### config.mk
export PLATFORM = sky130hd
export DESIGN_NAME = axi_rd_arbiter
export DESIGN_NICKNAME = d
export VERILOG_FILES = /design/src/rtl/axi_rd_pkg.sv /design/src/rtl/rr_arb2.sv /design/src/rtl/axi_rd_arbiter.sv
export SDC_FILE = /design/constraint.sdc
export NUM_CORES = 1
export LEC_CHECK = 0
export BUFFER_PORTS_ARGS = -buffer_cell sky130_fd_sc_hd__buf_2
export CAP_MARGIN = 20
export CORE_MARGIN = 2
export CORE_UTILIZATION = 39
export CTS_CLUSTER_DIAMETER = 120
export DETAILED_ROUTE_END_ITERATION = 6
export GPL_TIMING_DRIVEN = 0
export PLACE_DENSITY = 0.9
export SETUP_SLACK_MARGIN = 0.5
export SYNTH_ARGS = -nofsm -noshare
export SYNTH_HDL_FRONTEND = slang
export SYNTH_SLANG_ARGS = --single-unit
### constraint.sdc
create_clock -name clk -period 2.5 [get_ports clk]
set_clock_uncertainty 0.2 [all_clocks]
set_input_delay 0.125 -clock clk [delete_from_list [all_inputs] [get_ports clk]]
set_output_delay 0.125 -clock clk [all_outputs]
set_load 0.01 [all_outputs]
### src/rtl/axi_rd_pkg.sv
// axi_rd_pkg: shared FSM state and fixed AXI read attributes for the read arbiter
package axi_rd_pkg;
  typedef enum logic [1:0] {IDLE, AR, R} state_t;
  localparam logic [1:0] ARBURST_INCR = 2'b01;
  localparam logic [2:0] ARSIZE_4B = 3'b010;
endpackage

### src/rtl/rr_arb2.sv
// rr_arb2: two-way round-robin pick; on a tie the requester not served last wins
module rr_arb2 (
  input  logic [1:0] req,
  input  logic       last,
  output logic       gnt,
  output logic       vld
);
  assign vld = |req;
  assign gnt = &req ? ~last : req[1];
endmodule

### src/rtl/axi_rd_arbiter.sv
// axi_rd_arbiter: shares one AXI read master between two requesters, one burst at a time
module axi_rd_arbiter
  import axi_rd_pkg::*;
#(
  parameter int ADDR_W = 16,
  parameter int DATA_W = 32,
  parameter int LEN_W  = 8
) (
  input  logic              clk,
  input  logic              rst,
  input  logic              req0_arvalid,
  input  logic [ADDR_W-1:0] req0_araddr,
  input  logic [LEN_W-1:0]  req0_arlen,
  output logic              req0_arready,
  output logic              req0_rvalid,
  output logic [DATA_W-1:0] req0_rdata,
  input  logic              req0_rready,
  input  logic              req1_arvalid,
  input  logic [ADDR_W-1:0] req1_araddr,
  input  logic [LEN_W-1:0]  req1_arlen,
  output logic              req1_arready,
  output logic              req1_rvalid,
  output logic [DATA_W-1:0] req1_rdata,
  input  logic              req1_rready,
  output logic [ADDR_W-1:0] m_axi_araddr,
  output logic [LEN_W-1:0]  m_axi_arlen,
  output logic [1:0]        m_axi_arburst,
  output logic [2:0]        m_axi_arsize,
  output logic              m_axi_arvalid,
  input  logic              m_axi_arready,
  input  logic [DATA_W-1:0] m_axi_rdata,
  input  logic              m_axi_rvalid,
  output logic              m_axi_rready,
  output logic              busy,
  output logic              grant
);
  state_t state_q, state_d;
  logic grant_q, grant_d, last_q, last_d;
  logic [ADDR_W-1:0] addr_q, addr_d;
  logic [LEN_W-1:0] len_q, len_d, cnt_q, cnt_d;
  logic arb_gnt, arb_vld, hs;
  rr_arb2 u_rr (
    .req ({req1_arvalid, req0_arvalid}),
    .last(last_q),
    .gnt (arb_gnt),
    .vld (arb_vld)
  );
  always_ff @(posedge clk) begin
    if (rst) begin
      state_q <= IDLE;
      grant_q <= 1'b0;
      last_q  <= 1'b1;
      addr_q  <= '0;
      len_q   <= '0;
      cnt_q   <= '0;
    end else begin
      state_q <= state_d;
      grant_q <= grant_d;
      last_q  <= last_d;
      addr_q  <= addr_d;
      len_q   <= len_d;
      cnt_q   <= cnt_d;
    end
  end
  assign hs = m_axi_rvalid & m_axi_rready;
  always_comb begin
    state_d = state_q;
    grant_d = grant_q;
    last_d  = last_q;
    addr_d  = addr_q;
    len_d   = len_q;
    cnt_d   = cnt_q;
    unique case (state_q)
      IDLE: if (arb_vld) begin
        state_d = AR;
        grant_d = arb_gnt;
        addr_d  = arb_gnt ? req1_araddr : req0_araddr;
        len_d   = arb_gnt ? req1_arlen : req0_arlen;
      end
      AR: if (m_axi_arready) begin
        state_d = R;
        cnt_d   = len_q;
      end
      R: if (hs) begin
        state_d = cnt_q == '0 ? IDLE : R;
        last_d  = cnt_q == '0 ? grant_q : last_q;
        cnt_d   = cnt_q == '0 ? cnt_q : cnt_q - 1'b1;
      end
      default: state_d = IDLE;
    endcase
  end
  always_comb begin
    busy          = state_q != IDLE;
    m_axi_arvalid = state_q == AR;
    m_axi_rready  = state_q == R && (grant_q ? req1_rready : req0_rready);
    req0_arready  = !rst && state_q == IDLE && arb_vld && !arb_gnt;
    req1_arready  = !rst && state_q == IDLE && arb_vld && arb_gnt;
    req0_rvalid   = state_q == R && !grant_q && m_axi_rvalid;
    req1_rvalid   = state_q == R && grant_q && m_axi_rvalid;
    req0_rdata    = (state_q == R && !grant_q) ? m_axi_rdata : '0;
    req1_rdata    = (state_q == R && grant_q) ? m_axi_rdata : '0;
  end
  assign m_axi_araddr  = addr_q;
  assign m_axi_arlen   = len_q;
  assign m_axi_arburst = ARBURST_INCR;
  assign m_axi_arsize  = ARSIZE_4B;
  assign grant         = grant_q;
endmodule

* After elaboration in Yosys (flattened, before gate mapping)
Cells that the tools add are included.
** Operators by class
- Add/subtract/negate cells :: 1
- Eq/ne operators :: 6
- Muxes and demuxes :: 15
- Bitwise operators :: 2
- Reductions and logical operators :: 22
** Operators with widths (count)
- $mux W32 :: 2
- $mux W8 :: 4
- $mux W16 :: 1
- $pmux W8 S2 :: 1
- $logic_and A1 B1 Y1 :: 9
- $logic_not A8 Y1 :: 1
- $mux W2 :: 4
- $sub A8 B1 Y8 const B :: 1
- $ne A2 B2 Y1 const B :: 3
- $pmux W2 S3 :: 1
- $reduce_and A3 Y1 :: 2
- $reduce_and A2 Y1 :: 2
- $reduce_and A4 Y1 :: 1
- $reduce_bool A2 Y1 :: 2
- $logic_not A1 Y1 :: 3
- $eq A2 B1 Y1 const B :: 1
- $eq A2 B2 Y1 const B :: 1
- $logic_not A2 Y1 :: 1
- $mux W1 :: 2
- $ne A2 B1 Y1 const B :: 1
- $reduce_or A2 Y1 :: 1
- $and A1 B1 Y1 :: 1
- $not A1 Y1 :: 1
** Word-level totals
- Register bits after elaboration :: 36
- Input bits :: 88
- Word-level logic and storage cells :: 52

* Logic depth before layout (Yosys ltp)
- Depth in word-level cells :: 5
- Depth in mapped cells :: 7
- Mapped depth without buffers :: 6

* Modules after synthesis
From an unflattened synthesis, not the netlist that was laid out.
** Unflattened totals
- Cell total of the unflattened synthesis :: 295
- Area, all modules :: 2322.2 um2
** Modules (own cells, without submodules)
- axi_rd_arbiter :: times used 1, cells each 293, area each 2308.5 um2, seq. area each 720.7 um2
- rr_arb2 :: times used 1, cells each 2, area each 13.8 um2, seq. area each 0.0 um2

* Worst setup path after synthesis
OpenSTA, ideal clock, no wires.
- Kind :: reg2reg
- Start point :: register cnt_q[0]
- End point :: register cnt_q[6]
- Arrival :: 1.622 ns
- Setup slack :: 0.591 ns
- Stages on the path, launching flop included :: 8
- Buffers on the path :: 1
- Clock period less this slack :: 1.909 ns
- Cells stage by stage :: dfxtp_1 > inv_1 > ha_1 > nor3b_1 > a211o_4 > buf_6 > a221o_1 > o31ai_1
** Between the ends
- Word-level cells in the longest chain between the ends :: 4
- Elaborated cells between the ends (all ways) :: 7
- Classes of those cells :: add/sub (1); eq/ne (1); mux (3); reduce/logical (2)
** Ends and longest elaborated chain
- start: declaration :: RTL line axi_rd_arbiter.sv:40 : logic [LEN_W-1:0] len_q, len_d, cnt_q, cnt_d;
- start signal: assignment :: RTL line axi_rd_arbiter.sv:62 : cnt_q <= cnt_d;
- $sub A8 B1 Y8 :: RTL line axi_rd_arbiter.sv:87 : cnt_d = cnt_q == '0 ? cnt_q : cnt_q - 1'b1;
- $mux W8 :: RTL line axi_rd_arbiter.sv:87
- $mux W8 :: RTL line axi_rd_arbiter.sv:84 : R: if (hs) begin
- $pmux W8 S2 :: RTL line axi_rd_arbiter.sv:73 : unique case (state_q)
Several ways; a longest one is shown, not always the timed one. The select of a mux whose other input is x is not followed.
A chain may end at the register's enable or synchronous reset.

* Final worst setup path
- Start point :: register cnt_q[0]
- End point :: register cnt_q[2]
The elaborated chain is that of the path after synthesis.

==> impl_metrics.py <==
metrics = {
    "run_status": {
        "status": "complete, no violations",
    },
    "synth": {
        "ys_seq_elements": 36,
        "synth.distinct_cells": 40,
        "synthTopCellsByArea": "dfxtp_1, and2_1, and3_1, nand2_1, a22oi_1",
        "ys_warn_count": 0,
        "yosysTopAreaCell": "dfxtp_1",
        "synth_fa_ha_area_frac": 0.0111,
        "synth_simple_gate_area_frac": 0.388,
        "yosys.area_share.xor_xnor": 0,
        "muxShareOfSynthArea": 0.00889,
        "synth_compound_area_frac": 0.187,
        "synth_top_family_by_area": "simple AND/OR/NAND/NOR gates",
        "syn_inst": 291,
        "synth_area_sq_um": 2250,
        "ys_seq_area_frac": 0.320,
        "yosys.area.top_type_share": 0.320,
        "synth_area_per_cell_sq_um": 7.74,
    },
    "drt": {
        "drt_pre_antenna_iters": 7,
        "wl_mm": 13.5,
        "drc": 0,
        "wl_per_cell_microns": 21.9,
        "viasPerCell": 6.14,
        "drtIter0Drc": 516,
        "vias": 3788,
        "ant_nets": 0,
    },
    "cells_and_area": {
        "multi_input_area_sq_um": 1390,
        "finalNonFillerCells": 617,
        "regArea_sq_um": 731,
        "areaGrowthSynthToFinish_pct": 79.0,
        "drive_gt1_frac": 0.445,
        "final_area_sq_um": 4030,
        "fin_nets": 633,
        "nFillCells": 346,
        "fin_util": 0.728,
    },
    "cts": {
        "cts_root_buf": "clkbuf_8",
        "clkTransAtPathRegs_ns": 0.10,
        "cts.path.max_buffers": 2,
        "cts_num_sinks": 36,
        "cts_tree": "yes",
        "clock_latency_ns": 0.31,
        "htreeDepth": 2,
        "cts_made_buffers": 5,
    },
    "timing": {
        "finalSetupViolCount": 0,
        "min_period_over_period": 0.827,
        "finalHoldViolations": 0,
        "relSlewSlack": 0.620,
        "grt_setup_unrepaired": "true",
        "tightest_slew_ns": 0.571,
        "finalCriticalPeriod_ns": 2.07,
        "layout_setup_ws_ns": 0.432,
        "maxSlewViolCount": 0,
        "fmax_mhz": 484,
        "setup_tns_ns": 0,
    },
    "power_and_ir_drop": {
        "total_leakage_power_nw": 2.27,
        "power_density_nw_per_um2": 417,
        "power_frac_seq": 0.404,
        "p_switching_mw": 0.605,
        "p_int_mw": 1.07,
        "netSwitchingFraction": 0.360,
        "vdd_drop_max_v": 0.000483,
        "pwr-share-clk": 0.268,
        "p_comb_frac": 0.328,
    },
    "global_routing": {
        "grt_antenna_before_repair": 0,
        "track_usage": 0.342,
        "grt_pass1_wl_mm": 16.9,
        "overflow": 0,
        "grt_pass1_vias": 3379,
        "grt_start_max_net_pins": 13,
    },
    "worst_setup_path": {
        "worst-setup-path-type": "reg -> reg",
        "cp.required_ns": 2.51,
        "crit_path_start_kind": "flip-flop",
        "crit_arrival_ns": 2.08,
        "critPathMaxFanout": 8,
        "critPathCaptureType": "flip-flop",
        "r2r_setup_slack_ns": 0.43,
    },
    "floorplan": {
        "coreArea_sq_um": 5540,
        "die_w_microns": 80.0,
        "die_area_sq_um": 6400,
        "start_util": 0.407,
        "row_count": 27,
        "die_h_microns": 80.0,
        "ios": 189,
    },
    "run": {
        "drv_cap": 0,
    },
    "placement": {
        "place_area_sq_um": 3260,
        "dp_hpwl_mm": 6.35,
        "place.gp.congestion": 0.943,
        "detailedPlace.worstSlack_ns": 0.443,
        "dp_cells": 548,
        "port_buffers": 182,
    },
    "hold_path": {
        "hold_path_class": "in -> reg",
    },
}
power groups by stage:
stage	logic (mW)	registers [mW]	clock network, mW
floorplan	0.195	0.684	0
CTS	0.465	0.661	0.421
global route	0.572	0.678	0.461
global placement	0.382	0.670	0
finish	0.550	0.679	0.450
detailed placement	0.396	0.671	0
final timing paths:
check,depth (start not counted),to,from
setup reg to reg,7,cnt_q[2],cnt_q[0]
hold reg to reg,2,cnt_q[7],cnt_q[7]
hold / removal,5,m_axi_araddr[13],req0_arvalid
setup / recovery,7,cnt_q[2],cnt_q[0]
cell type report:
class,count,area share
Antenna cell,1,0.000621
Inverter,5,0.00466
Clock inverter,2,0.00403
Tap cell,72,0.0223
Multi-Input combinational cell,225,0.344
Clock buffer,6,0.0180
Sequential cell,36,0.181
Buffer,28,0.0521
Timing Repair Buffer,242,0.373
cells in the final DEF, fill, tap and decap left out, types with 6 or more instances in the layout:
master,count
buf_2,187
dfxtp_1,32
o21ai_0,6
buf_4,16
and2_1,33
nand2_1,54
nor2_1,9
a22oi_1,24
a221o_1,6
dlygate4sd3_1,49
a21oi_1,11
and3_1,33
buf_6,8
nand2b_1,7
flip-flops by register name, indices dropped and copies added, names as in the netlist:
signal,cells
m_axi_araddr,16
cnt_q,8
m_axi_arlen,8
state_q,2
grant,1
last_q,1
synth_stat cells:
library cell and instances:
buf_1 1, and4bb_2 1, a2111oi_0 1, a21o_1 1, ha_1 2, or3_4 1
a22oi_1 24, buf_2 5, or3b_2 1, a211oi_4 1, a211o_1 2, and3_1 33
a31oi_1 2, or2_2 1, a21oi_1 12, clkbuf_1 11, mux2i_1 2, nor3_1 2
buf_6 3, a221o_1 6, nor2b_1 3, nor4bb_1 1, nand2_1 54, buf_4 8
nor4_4 1, and2b_1 1, a211o_4 1, nand3_1 5, nand3b_1 1, nor3b_4 1
o21ai_0 6, dfxtp_1 36, inv_1 5, o31ai_1 1, conb_1 2, and2_1 33
nand2b_1 7, nor3b_1 1, nand4_1 2, nor2_1 10
what timing repair did:
action / in CTS / in global routing
hold endpoints to repair: 25 / 0
endpoints found under the setup margin: 66 / 74
pin swaps: 3 / 4
setup buffers: 3 / 7
hold buffers: 49 / 0
cloned: 0 / 1
gates resized for setup: 17 / 27
through the flow:
| stage | power [mW] | hold WS, ns |
|---|---|---|
| after global placement | 1.05 | 0.106 |
| after global routing | 1.71 | 0.111 |
| after detailed placement | 1.07 | 0.112 |
| final | 1.68 | 0.106 |
| after CTS | 1.55 | 0.0923 |
| after floorplan | 0.879 | 0.0240 |
routing by layer:
layer  part of all wire  wire (microns)  track usage
met5                  0               0            0
met4               0.10            1390        0.207
met3               0.14            1840       0.0814
met2               0.45            6020        0.578
met1               0.31            4250        0.388
logic make-up (layout without fill, tap and decap cells):
family	after synthesis	after routing
AO/OA/AOI/OAI	57	57
other	2	6
buffers and inverters	33	283
adder cells (fa/ha/maj)	2	2
multiplexers	2	2
AND/OR/NAND/NOR	159	159
flip-flops	36	36
worst max-delay path, cell delays in order, from the launching register on:
cell,delay [ns]
dfxtp_2,0.36
inv_2,0.06
ha_2,0.20
nor3b_1,0.15
a211o_4,0.42
buf_8,0.16
a211o_1,0.28
o21ai_0,0.13
(Power assumes the default switching activity.)
